--- config.mk ---
export PLATFORM = sky130hd
export DESIGN_NAME = bcd_timer_ctrl
export DESIGN_NICKNAME = d
export VERILOG_FILES = /design/src/rtl/timer_pkg.sv /design/src/rtl/bcd_digit_cell.sv /design/src/rtl/bcd_timer_ctrl.sv
export SDC_FILE = /design/constraint.sdc
export NUM_CORES = 1
export LEC_CHECK = 0
export CAP_MARGIN = 15
export CORE_ASPECT_RATIO = 0.8
export CORE_MARGIN = 5
export CORE_UTILIZATION = 30
export CTS_CLUSTER_SIZE = 20
export DETAILED_ROUTE_END_ITERATION = 7
export MAX_ROUTING_LAYER = met4
export PLACE_DENSITY_LB_ADDON = 0.3
export SETUP_SLACK_MARGIN = 0.15
export SYNTH_ARGS = -nofsm -noshare
export SYNTH_HDL_FRONTEND = slang
export SYNTH_SLANG_ARGS = --single-unit
--- constraint.sdc ---
create_clock -name i_clk -period 4.1 [get_ports i_clk]
set_clock_uncertainty 0.05 [all_clocks]
set_input_delay 0.82 -clock i_clk [delete_from_list [all_inputs] [get_ports i_clk]]
set_output_delay 0.82 -clock i_clk [all_outputs]
set_load 0.02 [all_outputs]
--- src/rtl/timer_pkg.sv ---
// Shared definitions for the BCD interval timer: state encoding, digit width
// and a helper that pulls one digit's modulus-1 out of the packed DIGIT_MAX.
package timer_pkg;

    localparam int DIGIT_W = 4;

    typedef enum logic [2:0] {
        ST_IDLE = 3'd0,
        ST_SET  = 3'd1,
        ST_STOP = 3'd2,
        ST_RUN  = 3'd3,
        ST_DONE = 3'd4
    } state_t;

    // Largest legal value of digit i (4 bits per digit, digit 0 in the LSBs).
    function automatic logic [DIGIT_W-1:0] digit_max(input logic [31:0] dmax, input int i);
        return dmax[i*DIGIT_W +: DIGIT_W];
    endfunction

endpackage

--- src/rtl/bcd_digit_cell.sv ---
// One BCD digit with its own modulus. Steps up or down when enabled, wraps at
// 0 / max, and flags the wrap on o_chain so the next digit can ripple.
module bcd_digit_cell
    import timer_pkg::*;
(
    input  logic               i_clk,
    input  logic               i_reset,
    input  logic               i_step_en,
    input  logic               i_dir,       // 1 = up, 0 = down
    input  logic [DIGIT_W-1:0] i_max,
    input  logic               i_load_en,   // wins over stepping
    input  logic [DIGIT_W-1:0] i_load_val,
    output logic [DIGIT_W-1:0] o_value,
    output logic [DIGIT_W-1:0] o_step_val,  // value this cell takes if it steps now
    output logic               o_chain
);

    logic [DIGIT_W-1:0] r_value;
    logic [DIGIT_W-1:0] w_step_val;
    logic               w_wrap;

    assign w_wrap  = i_dir ? (r_value == i_max) : (r_value == '0);
    assign o_chain = i_step_en & w_wrap;

    // Post-step value; exposed so the top can detect terminal count before the edge.
    always_comb begin
        w_step_val = r_value;
        if (i_step_en) begin
            if (i_dir) w_step_val = w_wrap ? '0 : r_value + 4'd1;
            else       w_step_val = w_wrap ? i_max : r_value - 4'd1;
        end
    end

    // Digit register: load overrides step.
    always_ff @(posedge i_clk or posedge i_reset) begin
        if (i_reset)        r_value <= '0;
        else if (i_load_en) r_value <= i_load_val;
        else                r_value <= w_step_val;
    end

    assign o_value    = r_value;
    assign o_step_val = w_step_val;

endmodule

--- src/rtl/bcd_timer_ctrl.sv ---
// N-digit BCD countdown / count-up-to-target timer with optional auto-reload.
// Pairs of digits are entered from switches in SET, then the block runs on an
// external 1 Hz strobe until the terminal count.
module bcd_timer_ctrl
    import timer_pkg::*;
#(
    parameter int          NUM_DIGITS = 4,
    parameter logic [31:0] DIGIT_MAX  = 32'h0000_9959
) (
    input  logic                            i_clk,
    input  logic                            i_reset,
    input  logic                            i_tick,
    input  logic                            i_start_stop,
    input  logic                            i_set,
    input  logic                            i_clear,
    input  logic                            i_count_up,
    input  logic                            i_reload_en,
    input  logic [7:0]                      i_sw_value,
    output logic [DIGIT_W*NUM_DIGITS-1:0]   o_digits,
    output logic [2:0]                      o_state,
    output logic [$clog2(NUM_DIGITS/2):0]   o_set_pair,
    output logic                            o_running,
    output logic                            o_done,
    output logic                            o_done_pulse
);

    localparam int PAIRS = NUM_DIGITS / 2;
    localparam int PW    = $clog2(PAIRS) + 1;
    localparam int DW    = DIGIT_W * NUM_DIGITS;
    localparam logic [PW-1:0] LAST_PAIR = PW'(PAIRS - 1);

    state_t          r_state, w_state_nxt;
    logic [PW-1:0]   r_set_pair, w_set_pair_nxt;
    logic [DW-1:0]   r_load, w_load_nxt;
    logic [DW-1:0]   r_preset, w_preset_nxt;
    logic            r_mode, w_mode_nxt;          // 1 = count up
    logic            r_done_pulse, w_done_pulse_nxt;

    logic [DW-1:0]   w_clamp;                     // clamped sw_value placed at every pair slot
    logic [DW-1:0]   w_load_upd;                  // load register with current pair replaced
    logic [DW-1:0]   w_digits, w_step_digits;
    logic [DW-1:0]   w_target, w_reload_val;
    logic [DW-1:0]   w_cell_load_val;
    logic            w_cell_load_en;
    logic            w_step_req;
    logic [NUM_DIGITS-1:0] w_chain;
    logic            w_step_hit, w_at_target;
    logic            w_unused_top_wrap;

    assign w_unused_top_wrap = w_chain[NUM_DIGITS-1];

    // Clamp each switch nibble to the modulus-1 of the digit it lands on.
    for (genvar gp = 0; gp < PAIRS; gp++) begin : g_pair
        localparam logic [DIGIT_W-1:0] MAX_ONES = digit_max(DIGIT_MAX, 2*gp);
        localparam logic [DIGIT_W-1:0] MAX_TENS = digit_max(DIGIT_MAX, 2*gp + 1);
        assign w_clamp[gp*8 +: 8] = {
            (i_sw_value[7:4] > MAX_TENS) ? MAX_TENS : i_sw_value[7:4],
            (i_sw_value[3:0] > MAX_ONES) ? MAX_ONES : i_sw_value[3:0]
        };
    end

    // Load register image with the pair under edit replaced by the live switches.
    always_comb begin
        w_load_upd = r_load;
        for (int p = 0; p < PAIRS; p++) begin
            if (r_set_pair == PW'(p)) w_load_upd[p*8 +: 8] = w_clamp[p*8 +: 8];
        end
    end

    // Digit chain: each digit steps only when every lower digit wrapped.
    for (genvar gi = 0; gi < NUM_DIGITS; gi++) begin : g_digit
        logic w_en;
        if (gi == 0) begin : g_first
            assign w_en = w_step_req;
        end else begin : g_rest
            assign w_en = w_chain[gi-1];
        end
        bcd_digit_cell u_cell (
            .i_clk      (i_clk),
            .i_reset    (i_reset),
            .i_step_en  (w_en),
            .i_dir      (r_mode),
            .i_max      (digit_max(DIGIT_MAX, gi)),
            .i_load_en  (w_cell_load_en),
            .i_load_val (w_cell_load_val[gi*DIGIT_W +: DIGIT_W]),
            .o_value    (w_digits[gi*DIGIT_W +: DIGIT_W]),
            .o_step_val (w_step_digits[gi*DIGIT_W +: DIGIT_W]),
            .o_chain    (w_chain[gi])
        );
    end

    assign w_target     = r_mode ? r_preset : '0;
    assign w_reload_val = r_mode ? '0 : r_preset;
    assign w_step_hit   = (w_step_digits == w_target);
    assign w_at_target  = (w_digits == w_target);

    // Next-state, register updates and digit load/step control.
    always_comb begin
        w_state_nxt      = r_state;
        w_set_pair_nxt   = r_set_pair;
        w_load_nxt       = r_load;
        w_preset_nxt     = r_preset;
        w_mode_nxt       = r_mode;
        w_done_pulse_nxt = 1'b0;
        w_cell_load_en   = 1'b0;
        w_cell_load_val  = w_reload_val;
        w_step_req       = 1'b0;

        if (i_clear) begin
            w_state_nxt     = ST_IDLE;
            w_set_pair_nxt  = '0;
            w_load_nxt      = '0;
            w_preset_nxt    = '0;
            w_mode_nxt      = 1'b0;
            w_cell_load_en  = 1'b1;
            w_cell_load_val = '0;
        end else begin
            case (r_state)
                ST_IDLE: begin
                    if (i_set) begin
                        w_state_nxt    = ST_SET;
                        w_set_pair_nxt = '0;
                    end
                end
                ST_SET: begin
                    w_load_nxt = w_load_upd;
                    if (i_set) begin
                        if (r_set_pair == LAST_PAIR) begin
                            // Commit uses this cycle's switches, not last cycle's register.
                            w_state_nxt     = ST_STOP;
                            w_set_pair_nxt  = '0;
                            w_preset_nxt    = w_load_upd;
                            w_mode_nxt      = i_count_up;
                            w_cell_load_en  = 1'b1;
                            w_cell_load_val = i_count_up ? '0 : w_load_upd;
                        end else begin
                            w_set_pair_nxt = r_set_pair + PW'(1);
                        end
                    end
                end
                ST_STOP: begin
                    if (i_set) begin
                        w_state_nxt    = ST_SET;
                        w_set_pair_nxt = '0;
                    end else if (i_start_stop) begin
                        w_state_nxt = ST_RUN;
                    end
                end
                ST_RUN: begin
                    if (i_tick) begin
                        w_step_req = 1'b1;
                        if (w_step_hit) begin
                            w_done_pulse_nxt = 1'b1;
                            if (i_reload_en) begin
                                w_cell_load_en = 1'b1;
                                w_state_nxt    = i_start_stop ? ST_STOP : ST_RUN;
                            end else begin
                                // Stepped value already equals target; DONE beats STOP.
                                w_state_nxt = ST_DONE;
                            end
                        end else if (i_start_stop) begin
                            w_state_nxt = ST_STOP;
                        end
                    end else if (w_at_target && !i_reload_en) begin
                        // Zero-length run: finish without waiting for a tick.
                        w_state_nxt      = ST_DONE;
                        w_done_pulse_nxt = 1'b1;
                    end else if (i_start_stop) begin
                        w_state_nxt = ST_STOP;
                    end
                end
                ST_DONE: begin
                    if (i_set) begin
                        w_state_nxt    = ST_SET;
                        w_set_pair_nxt = '0;
                    end else if (i_start_stop) begin
                        w_state_nxt    = ST_STOP;
                        w_cell_load_en = 1'b1;
                    end
                end
                default: w_state_nxt = ST_IDLE;
            endcase
        end
    end

    // Control registers.
    always_ff @(posedge i_clk or posedge i_reset) begin
        if (i_reset) begin
            r_state      <= ST_IDLE;
            r_set_pair   <= '0;
            r_load       <= '0;
            r_preset     <= '0;
            r_mode       <= 1'b0;
            r_done_pulse <= 1'b0;
        end else begin
            r_state      <= w_state_nxt;
            r_set_pair   <= w_set_pair_nxt;
            r_load       <= w_load_nxt;
            r_preset     <= w_preset_nxt;
            r_mode       <= w_mode_nxt;
            r_done_pulse <= w_done_pulse_nxt;
        end
    end

    assign o_digits     = w_digits;
    assign o_state      = r_state;
    assign o_set_pair   = r_set_pair;
    assign o_running    = (r_state == ST_RUN);
    assign o_done       = (r_state == ST_DONE);
    assign o_done_pulse = r_done_pulse;

endmodule
Word level (Yosys, flattened, before mapping). Cells that the tools add are included. W data, S select, Z words.

Word-level logic and storage cells: 139. Bits in registers: 55. Memories kept: 0. Input bits: 16. Bits in latches: 0. Output and inout bits: 24. RAM bits: 0. Memory bits (read-only): 0.

Reduce and logical (&&, ||, !) cells: 16. $lt $le $gt $ge: 3. Shifts and indexed selects: 0. Muxes and demuxes: 82. Bitwise operators: 3. $mul: 0. Add/sub/neg operators: 9. Divide/modulo/power cells: 0. Equal/unequal tests: 16.

Operators by type and width (count): $mux W16 (13); $mux W4 (23); $mux W3 (12); $eq A16 B16 Y1 (2); $mux W1 (25); $add A4 B1 Y4 const B (4); $logic_not A4 Y1 (4); $mux W8 (2); $sub A4 B1 Y4 const B (4); $pmux W3 S5 (1); $eq A4 B4 Y1 const B (3); $ne A3 B3 Y1 const B (3); $gt A4 B4 Y1 const B (2); $mux W2 (4); $eq A3 B2 Y1 const B (2); $reduce_and A3 Y1 (2); $reduce_bool A2 Y1 (3); $eq A4 B3 Y1 const B (1); $gt A4 B3 Y1 const B (1); $ne A4 B4 Y1 const B (1); $pmux W2 S2 (1); $reduce_and A4 Y1 (1); $and A1 B1 Y1 (3); $eq A3 B1 Y1 const B (1); 11 further kinds (11).

Depth between registers and ports, before layout. Gate-level depths: netlist of the first run.

Depth after elaboration: 13. Mapped depth: 15. Gate-level depth less buffers: 12.

By module. Synthesis of the first run repeated with hierarchy kept, for this count alone.

Cells, all modules: 684. Area, all modules: 5323.9 um^2.

By module, submodules not included: bcd_timer_ctrl (area an instance 3367.0 um^2, cells an instance 460, times used 1, sequential area each 975.9 um^2); bcd_digit_cell (area an instance 489.2 um^2, cells an instance 56, times used 4, sequential area each 100.1 um^2).

Least setup slack after synthesis of the first run. Ideal clock, no wire load.

Path kind: reg-to-reg. Start point: register g_digit[0].u_cell.r_value[0]. End point: register g_digit[0].u_cell.r_value[0]. Library setup time: 128 ps. Path buffers: 2. Period minus slack after synthesis: 3473 ps. Arrival time: 3295 ps. Stages on the path, launching flop included: 15. Data required time: 3922 ps. Slack: 627 ps. Cells stage by stage: dfrtp_1 > clkbuf_1 > inv_1 > ha_1 > nor3b_2 > o2111a_1 > buf_6 > o21ai_2 > mux2i_4 > nand2_1 > o41a_1 > a211oi_2 > nand4_2 > nand2_4 > mux2_1.

Word-level cells in the longest chain between the ends: 12. Elaborated cells between the ends (all ways): 21. Classes of those cells: add/sub (2); eq/ne (2); mux (13); bitwise (3); reduce/logical (1).

Ends and longest elaborated chain: start, declared (RTL line bcd_digit_cell.sv:18) `logic [DIGIT_W-1:0] r_value;`; start signal, assigned (RTL line bcd_digit_cell.sv:37) `else if (i_load_en) r_value <= i_load_val;`; start signal, assigned (RTL line bcd_digit_cell.sv:38) `else r_value <= w_step_val;`; $eq A4 B4 Y1 or $logic_not A4 Y1 (tied branches) (RTL line bcd_digit_cell.sv:22) `assign w_wrap = i_dir ? (r_value == i_max) : (r_value == '0);`; $mux W1 (RTL line bcd_digit_cell.sv:22); $and A1 B1 Y1 (3 in series) (RTL line bcd_digit_cell.sv:23) `assign o_chain = i_step_en & w_wrap;`; $mux W4 (RTL line bcd_digit_cell.sv:28) `if (i_step_en) begin`; $eq A16 B16 Y1 (RTL line bcd_timer_ctrl.sv:94) `assign w_step_hit = (w_step_digits == w_target);`; $mux W1 (RTL line bcd_timer_ctrl.sv:152) `if (w_step_hit) begin`; $mux W1 (RTL line bcd_timer_ctrl.sv:150) `if (i_tick) begin`; $pmux W1 S3 (RTL line bcd_timer_ctrl.sv:118) `case (r_state)`; $mux W1 (RTL line bcd_timer_ctrl.sv:109) `if (i_clear) begin`; $mux W4 * (RTL line bcd_digit_cell.sv:37).

Every way passes the cells marked *; elsewhere a longest branch is shown, timed or not. A chain may end at the register's enable or synchronous reset.

Worst setup path in the final report of the first run.
Start point: input i_clear. End point: register g_digit[1].u_cell.r_value[1].

Word-level cells in the longest chain between the ends: 11. Elaborated cells between the ends (all ways): 15. Classes of those cells: eq/ne (1); mux (11); bitwise (3).

Ends and longest elaborated chain: start, declared (RTL line bcd_timer_ctrl.sv:15) `input logic i_clear,`; $mux W1 (RTL line bcd_timer_ctrl.sv:109); $and A1 B1 Y1 (3 in series) (RTL line bcd_digit_cell.sv:23); $mux W4 (RTL line bcd_digit_cell.sv:28); $eq A16 B16 Y1 (RTL line bcd_timer_ctrl.sv:94); $mux W1 (RTL line bcd_timer_ctrl.sv:152); $mux W1 (RTL line bcd_timer_ctrl.sv:150); $pmux W1 S3 (RTL line bcd_timer_ctrl.sv:118); $mux W1 (RTL line bcd_timer_ctrl.sv:109); $mux W4 * (RTL line bcd_digit_cell.sv:37); end signal, assigned (RTL line bcd_digit_cell.sv:37); end signal, assigned (RTL line bcd_digit_cell.sv:38); end, declared (RTL line bcd_digit_cell.sv:18).

Marks and branches as above.

==> results of run 1 <==
[power by group]
group / internal (mW) / total, mW / switching (mW)
combinational: 0.233 / 0.616 / 0.383
clock: 0.232 / 0.440 / 0.208
sequential: 0.580 / 0.616 / 0.0360
total: 1.05 / 1.67 / 0.627
[layout make-up]
| class | count | area [µm²] | share of cell area |
|---|---|---|---|
| Multi-Input combinational cell | 474 | 3074 | 0.5505 |
| Clock buffer | 5 | 125.1 | 0.02241 |
| Tap cell | 215 | 269.0 | 0.04817 |
| Sequential cell | 55 | 1378 | 0.2467 |
| Timing Repair Buffer | 68 | 620.6 | 0.1111 |
| Clock inverter | 3 | 27.53 | 0.004929 |
| Inverter | 24 | 90.09 | 0.01613 |
[per-stage QoR]
step           worst slack [ns]    util  TNS, ns  hold slack (ns)  instances
2_1_floorplan            0.6273       -        0           0.4193        603
3_3_place_gp            0.03338  0.3448        0           0.4331        835
3_5_place_dp           -0.07132  0.3448  -0.6147           0.4431        835
4_1_cts                  0.2069  0.3546        0           0.4652        843
5_1_grt                  0.1325  0.3569        0           0.4881        844
6_report                 0.3112  0.3569        0           0.4663        844
[per-layer routing]
metal	track usage	up-vias
met3	0.01883	17
met2	0.2277	180
met4	0.03543	0
met1	0.2481	2273
met5	-	-
li1	-	2212
[Yosys cell counts (7+ instances only)]
cell type	count	area, µm²
a211oi_1	10	75.07
a21oi_1	36	180.2
a22oi_1	14	105.1
a31oi_1	7	43.79
clkbuf_1	37	138.9
dfrtp_1	55	1376
ha_1	12	150.1
inv_1	23	86.33
mux2i_1	20	200.2
nand2_1	103	386.6
nand3_1	25	125.1
nand3b_1	27	202.7
nor2_1	28	105.1
nor2b_1	10	62.56
nor3_1	11	55.05
nor4_1	9	56.30
o21ai_0	28	140.1
o31ai_1	9	67.56
xnor2_1	12	105.1
[worst reg2reg max path: stages, from the launching register on]
cell      delay [ns]
dfrtp_1         0.56
inv_1           0.15
ha_1            0.26
nor3b_2         0.19
o2111a_1        0.29
buf_12          0.15
nand4_1         0.08
mux2_2          0.38
xnor2_1         0.14
nor4_2          0.32
a21boi_2        0.28
nand4_2         0.17
nand2_4         0.14
buf_4           0.18
mux2i_1         0.22
[timing repair]
action	CTS	global route
setup buffers	0	1
endpoints found under the setup margin	0	17
resized for setup	0	5
hold endpoints to repair	0	0
hold buffers	0	0
[cells by family after synthesis]
family | Yosys count | share of synthesized area
compound gates | 151 | 0.2178
xor+xnor | 14 | 0.02590
fa+ha+maj | 12 | 0.03171
buf+inv | 74 | 0.06607
flops | 55 | 0.2907
mux | 29 | 0.06659
simple gates | 268 | 0.3013
[sequential cells by signal (all words and copies together), names as in the netlist]
register / cells
o_state: 3
r_mode: 1
r_load: 16
g_digit.u_cell.o_value: 16
r_preset: 16
o_done_pulse: 1
o_set_pair: 2
[final timing paths]
check | startpoint | endpoint | slack, ns | depth (start not counted)
worst max-delay path | i_clear | g_digit[1].u_cell.o_value[1]$_DFF_PP0_ | 0.31 | 13
worst min-delay path | r_load[2]$_DFFE_PP0P_ | r_load[2]$_DFFE_PP0P_ | 0.47 | 2
worst max register to register | g_digit[0].u_cell.o_value[1]$_DFF_PP0_ | g_digit[1].u_cell.o_value[1]$_DFF_PP0_ | 0.46 | 14
worst min register to register | r_load[2]$_DFFE_PP0P_ | r_load[2]$_DFFE_PP0P_ | 0.47 | 2
max in group asynchronous | i_reset | r_preset[0]$_DFFE_PP0P_ | 2.41 | 3
min in group asynchronous | i_reset | r_load[12]$_DFFE_PP0P_ | 0.90 | 2
==> results.sh, run 1 <==
export IMPL_clk_path_buf_depth=2
export IMPL_cts_sinks=55
export IMPL_cts_tree="built"
export IMPL_syn_to_final_growth_pct=17.94
export IMPL_antenna_found_initial=0
export IMPL_synth_cell_types=83
export IMPL_stdcell_area_um2=5584
export IMPL_io_buffers=39
export IMPL_post_dp_cell_area_um2=5395
export IMPL_netlist_area_um2=4735
export IMPL_rsz0062_at_grt="false"
export IMPL_die_area_um2=18410
export IMPL_synth_seq_cells=55
export IMPL_crit_path_max_fanout=9
export IMPL_worst_hold_path_type="flip-flop to flip-flop"
export IMPL_h_tree_depth=2
export IMPL_path_buf_inv=3
export IMPL_worstSetupEndpointType="flip-flop"
export IMPL_met3_length_um=1078
export IMPL_synth_edf_count=0
export IMPL_async_flop_share=1.000
export IMPL_start_util=0.3026
export IMPL_finalPower_mw=1.672
export IMPL_max_freq_mhz=263.9
export IMPL_grt_overflow=0
export IMPL_setup_violations=0
export IMPL_clkTransAtPathRegs_ns=0.07
export IMPL_grt_max_degree=56
export IMPL_crit_chain="clkdlybuf4s50_1 -> and4bb_4 -> o2111a_1 -> buf_12 -> nand4_1 -> mux2_2 -> xnor2_1 -> nor4_2 -> a21boi_2 -> nand4_2 -> nand2_4 -> buf_4 -> mux2i_1"
export IMPL_ios=40
export IMPL_grt_usage=0.1622
export IMPL_wl_met1_um=7090
export IMPL_finalCriticalPeriod_ns=3.789
export IMPL_dr_pass1_iters=5
export IMPL_fin_crit_sh=0.9241
export IMPL_core_region_area_um2=15650
export IMPL_routedWlPerCell_um=17.06
export IMPL_synthFlopType="dfrtp_1"
export IMPL_yosysWarningCount=0
export IMPL_die_x_um=150.5
export IMPL_fin_nets=656
export IMPL_mostFrequentLayoutCells="nand2_1 (103), dfrtp_1 (54), clkdlybuf4s50_1 (39)"
export IMPL_die_h_um=122.4
export IMPL_drv_slew=0
export IMPL_worstSkewPairLatency_ns=0.30
export IMPL_leakage_nw=2.221
export IMPL_wl_met2_um=6041
export IMPL_grt_pass1_wl_um=23530
export IMPL_synth_nets=631
export IMPL_viasPerCell=5.547
export IMPL_worstMarginPinSlew_ns=0.7232
export IMPL_rows=41
export IMPL_fillers=1624
export IMPL_antenna_cells=0
export IMPL_grt_pass1_vias=4391
export IMPL_crit_required_ns=4.26
export IMPL_layout_drive_gt1_share=0.1081
export IMPL_syn_area_per_cell_um2=7.852
export IMPL_cts_buffers_inserted=5
export IMPL_p_per_area_nw_per_um2=299.5
export IMPL_dp_hpwl_um=10770
export IMPL_crit_path_start_kind="primary input"
export IMPL_routed_wl_um=14400
export IMPL_dr_first_iter_drc_count=402
export IMPL_maxCapViolCount=0
export IMPL_cp_top_family="simple AND/OR/NAND/NOR gates"
export IMPL_relSlewSlack=0.5172
export IMPL_ys_seq_area_frac=0.2907
export IMPL_max_stage_delay_ns=0.43
export IMPL_crit_type="primary input to flip-flop"
export IMPL_postRouteAntennaNets=0
export IMPL_hold_viol=0
export IMPL_status="finished, final reports clean"
export IMPL_synth_cells=603
export IMPL_layout_commonest_cell="nand2_1"
export IMPL_gp_congestion=0.9048
export IMPL_cp_arrival_ns=3.95
export IMPL_peakVddDrop_mv=0.1643
export IMPL_top_layer="met4"
export IMPL_num_vias=4682
export IMPL_cp_slowest_cell="and4bb_4"
export IMPL_drcViolationCount=0
export IMPL_cts_root_buf="clkbuf_16"
No activity file was read; power rests on OpenSTA's default activity.
==> run 2, diff against run 1 <==
CORE_ASPECT_RATIO = 1.2   (was 0.8)
==> results.sh, run 2 (synthesized netlist as in run 1, its figures left out) <==
export IMPL_clkTransAtPathRegs_ns=0.07
export IMPL_worst_hold_path_type="flip-flop to flip-flop"
export IMPL_rows=50
export IMPL_finalCriticalPeriod_ns=3.748
export IMPL_crit_top_cell="a21oi_1"
export IMPL_worstSetupStartpoint="i_clear"
export IMPL_cts_sinks=55
export IMPL_dp_hpwl_um=10730
export IMPL_viasPerCell=5.507
export IMPL_gp_congestion=0.9496
export IMPL_grt_pass1_vias=4448
export IMPL_peakVddDrop_mv=0.1645
export IMPL_reg2reg_from="g_digit[0].u_cell.o_value[0]$_DFF_PP0_"
export IMPL_worstMarginPinSlew_ns=0.7594
export IMPL_multi_input_area_um2=3063
export IMPL_grt_max_degree=56
export IMPL_die_x_um=124.7
export IMPL_ios=40
export IMPL_setup_ws_ns=0.3520
export IMPL_syn_to_final_growth_pct=17.86
export IMPL_die_area_um2=18400
export IMPL_start_util=0.3039
export IMPL_drv_slew=0
export IMPL_fin_nets=655
export IMPL_cp_slowest_cell="clkdlybuf4s50_1"
export IMPL_p_per_area_nw_per_um2=319.3
export IMPL_routed_wl_um=14140
export IMPL_worstSkewPairLatency_ns=0.30
export IMPL_crit_chain="clkdlybuf4s50_1 -> and4bb_4 -> o2111a_1 -> buf_4 -> a21oi_1 -> a21oi_1 -> nand3_1 -> o41a_1 -> a211oi_4 -> nand4_2 -> nand2_4 -> mux2_1"
export IMPL_num_vias=4604
export IMPL_leakage_nw=2.230
export IMPL_relSlewSlack=0.4930
export IMPL_post_place_ws_ns=-0.06527
export IMPL_rsz0062_at_grt="false"
export IMPL_grt_usage=0.1565
export IMPL_h_tree_depth=2
export IMPL_clk_path_buf_depth=2
export IMPL_routedWlPerCell_um=16.91
export IMPL_grt_overflow=0
export IMPL_status="finished, final reports clean"
export IMPL_dr_first_iter_drc_count=360
export IMPL_die_h_um=147.6
export IMPL_holdPathStages=2
export IMPL_layout_commonest_cell="nand2_1"
export IMPL_post_cts_buffers=0
export IMPL_crit_type="primary input to flip-flop"
export IMPL_antenna_found_initial=0
export IMPL_cp_arrival_ns=3.88
export IMPL_core_region_area_um2=15580
export IMPL_cts_buffers_inserted=5
export IMPL_final_util=0.3582
export IMPL_mostFrequentLayoutCells="nand2_1 (103), dfrtp_1 (54), clkdlybuf4s50_1 (39)"
export IMPL_crit_path_max_fanout=8
export IMPL_io_buffers=39
export IMPL_ff2ff_path_depth=13
export IMPL_max_stage_delay_ns=0.42
export IMPL_max_freq_mhz=266.8
export IMPL_layout_drive_gt1_share=0.1051
export IMPL_grt_pass1_wl_um=23400
export IMPL_crit_required_ns=4.23
export IMPL_worst_hold_startpoint="r_load[4]$_DFFE_PP0P_"
export IMPL_setup_violations=0
export IMPL_maxCapViolCount=0
export IMPL_cts_tree="built"
export IMPL_postRouteAntennaNets=0
export IMPL_fin_crit_sh=0.9141
export IMPL_cts_root_buf="clkbuf_16"
export IMPL_drcViolationCount=0
export IMPL_fillers=1577
export IMPL_hold_viol=0
export IMPL_worstSetupEndpointType="flip-flop"
export IMPL_antenna_cells=0
export IMPL_dr_pass1_iters=6
export IMPL_ff_latch_area_um2=1378
export IMPL_crit_path_start_kind="primary input"
-- run 2: cell types whose count changed in the layout (fill, tap and decap cells not counted), sizes merged --
cell	delta
bufinv	+2
buf	-1
clkbuf	+1
clkinv	-1
clkinvlp	-1
inv	-1
-- run 2: power by group --
part / total, mW / internal (mW) / leakage [nW] / switching, mW
clock: 0.555 / 0.351 / 0.0911 / 0.204
combinational: 0.590 / 0.234 / 1.38 / 0.357
sequential: 0.637 / 0.580 / 0.762 / 0.0566
-- run 2: stage by stage --
step	instance area [µm²]	setup TNS (ns)	total power [mW]	hold WS [ns]	cells
final	5580	0	1.782	0.4692	836
after global routing	5580	0	1.881	0.4813	836
after CTS	5563	0	1.790	0.4671	836
after detailed placement	5374	-0.5533	1.232	0.4476	828
after global placement	5374	0	1.218	0.4371	828
after floorplan	4735	0	1.025	0.4193	603
-- run 2: layer usage --
metal / global-route usage / part of all wire
met5: - / 0
met4: 0.06689 / 0.037
met3: 0.01482 / 0.037
met2: 0.2527 / 0.48
met1: 0.2011 / 0.44
-- run 2: critical path, delay by kind of cell --
family | cells | cell delay, ns
multiplexers | 1 | 0.33
AO/OA/AOI/OAI | 5 | 1.25
buffers and inverters | 2 | 0.62
AND/OR/NAND/NOR | 4 | 0.87
-- run 2: what timing repair did --
| item | CTS | global route |
|---|---|---|
| setup endpoints to repair | 0 | 19 |
| hold buffers | 0 | 0 |
| resized for setup | 0 | 4 |
-- run 2: area by class of cell --
cell class / instances / area share
inverters: 24 / 0.01614
clock inverters: 2 / 0.01076
well taps: 208 / 0.04664
clock buffers: 6 / 0.02309
repair buffers: 67 / 0.1076
multi-input cells: 474 / 0.5489
flip-flops and latches: 55 / 0.2469
-- run 2: final timing paths --
check,endpoint,slack [ns]
max,g_digit[0].u_cell.o_value[0]$_DFF_PP0_,0.35
min,r_load[4]$_DFFE_PP0P_,0.47
max reg2reg,g_digit[0].u_cell.o_value[0]$_DFF_PP0_,0.39
min reg2reg,r_load[4]$_DFFE_PP0P_,0.47
max in group asynchronous,r_load[7]$_DFFE_PP0P_,2.27
min in group asynchronous,r_preset[0]$_DFFE_PP0P_,0.93
==> run 3, diff against run 2 <==
SKIP_LAST_GASP = 1   (was default)
SLEW_MARGIN = 20   (was default)
==> results of run 3 <==
No change in the layout: final DEF, timing and power equal those of run 2.
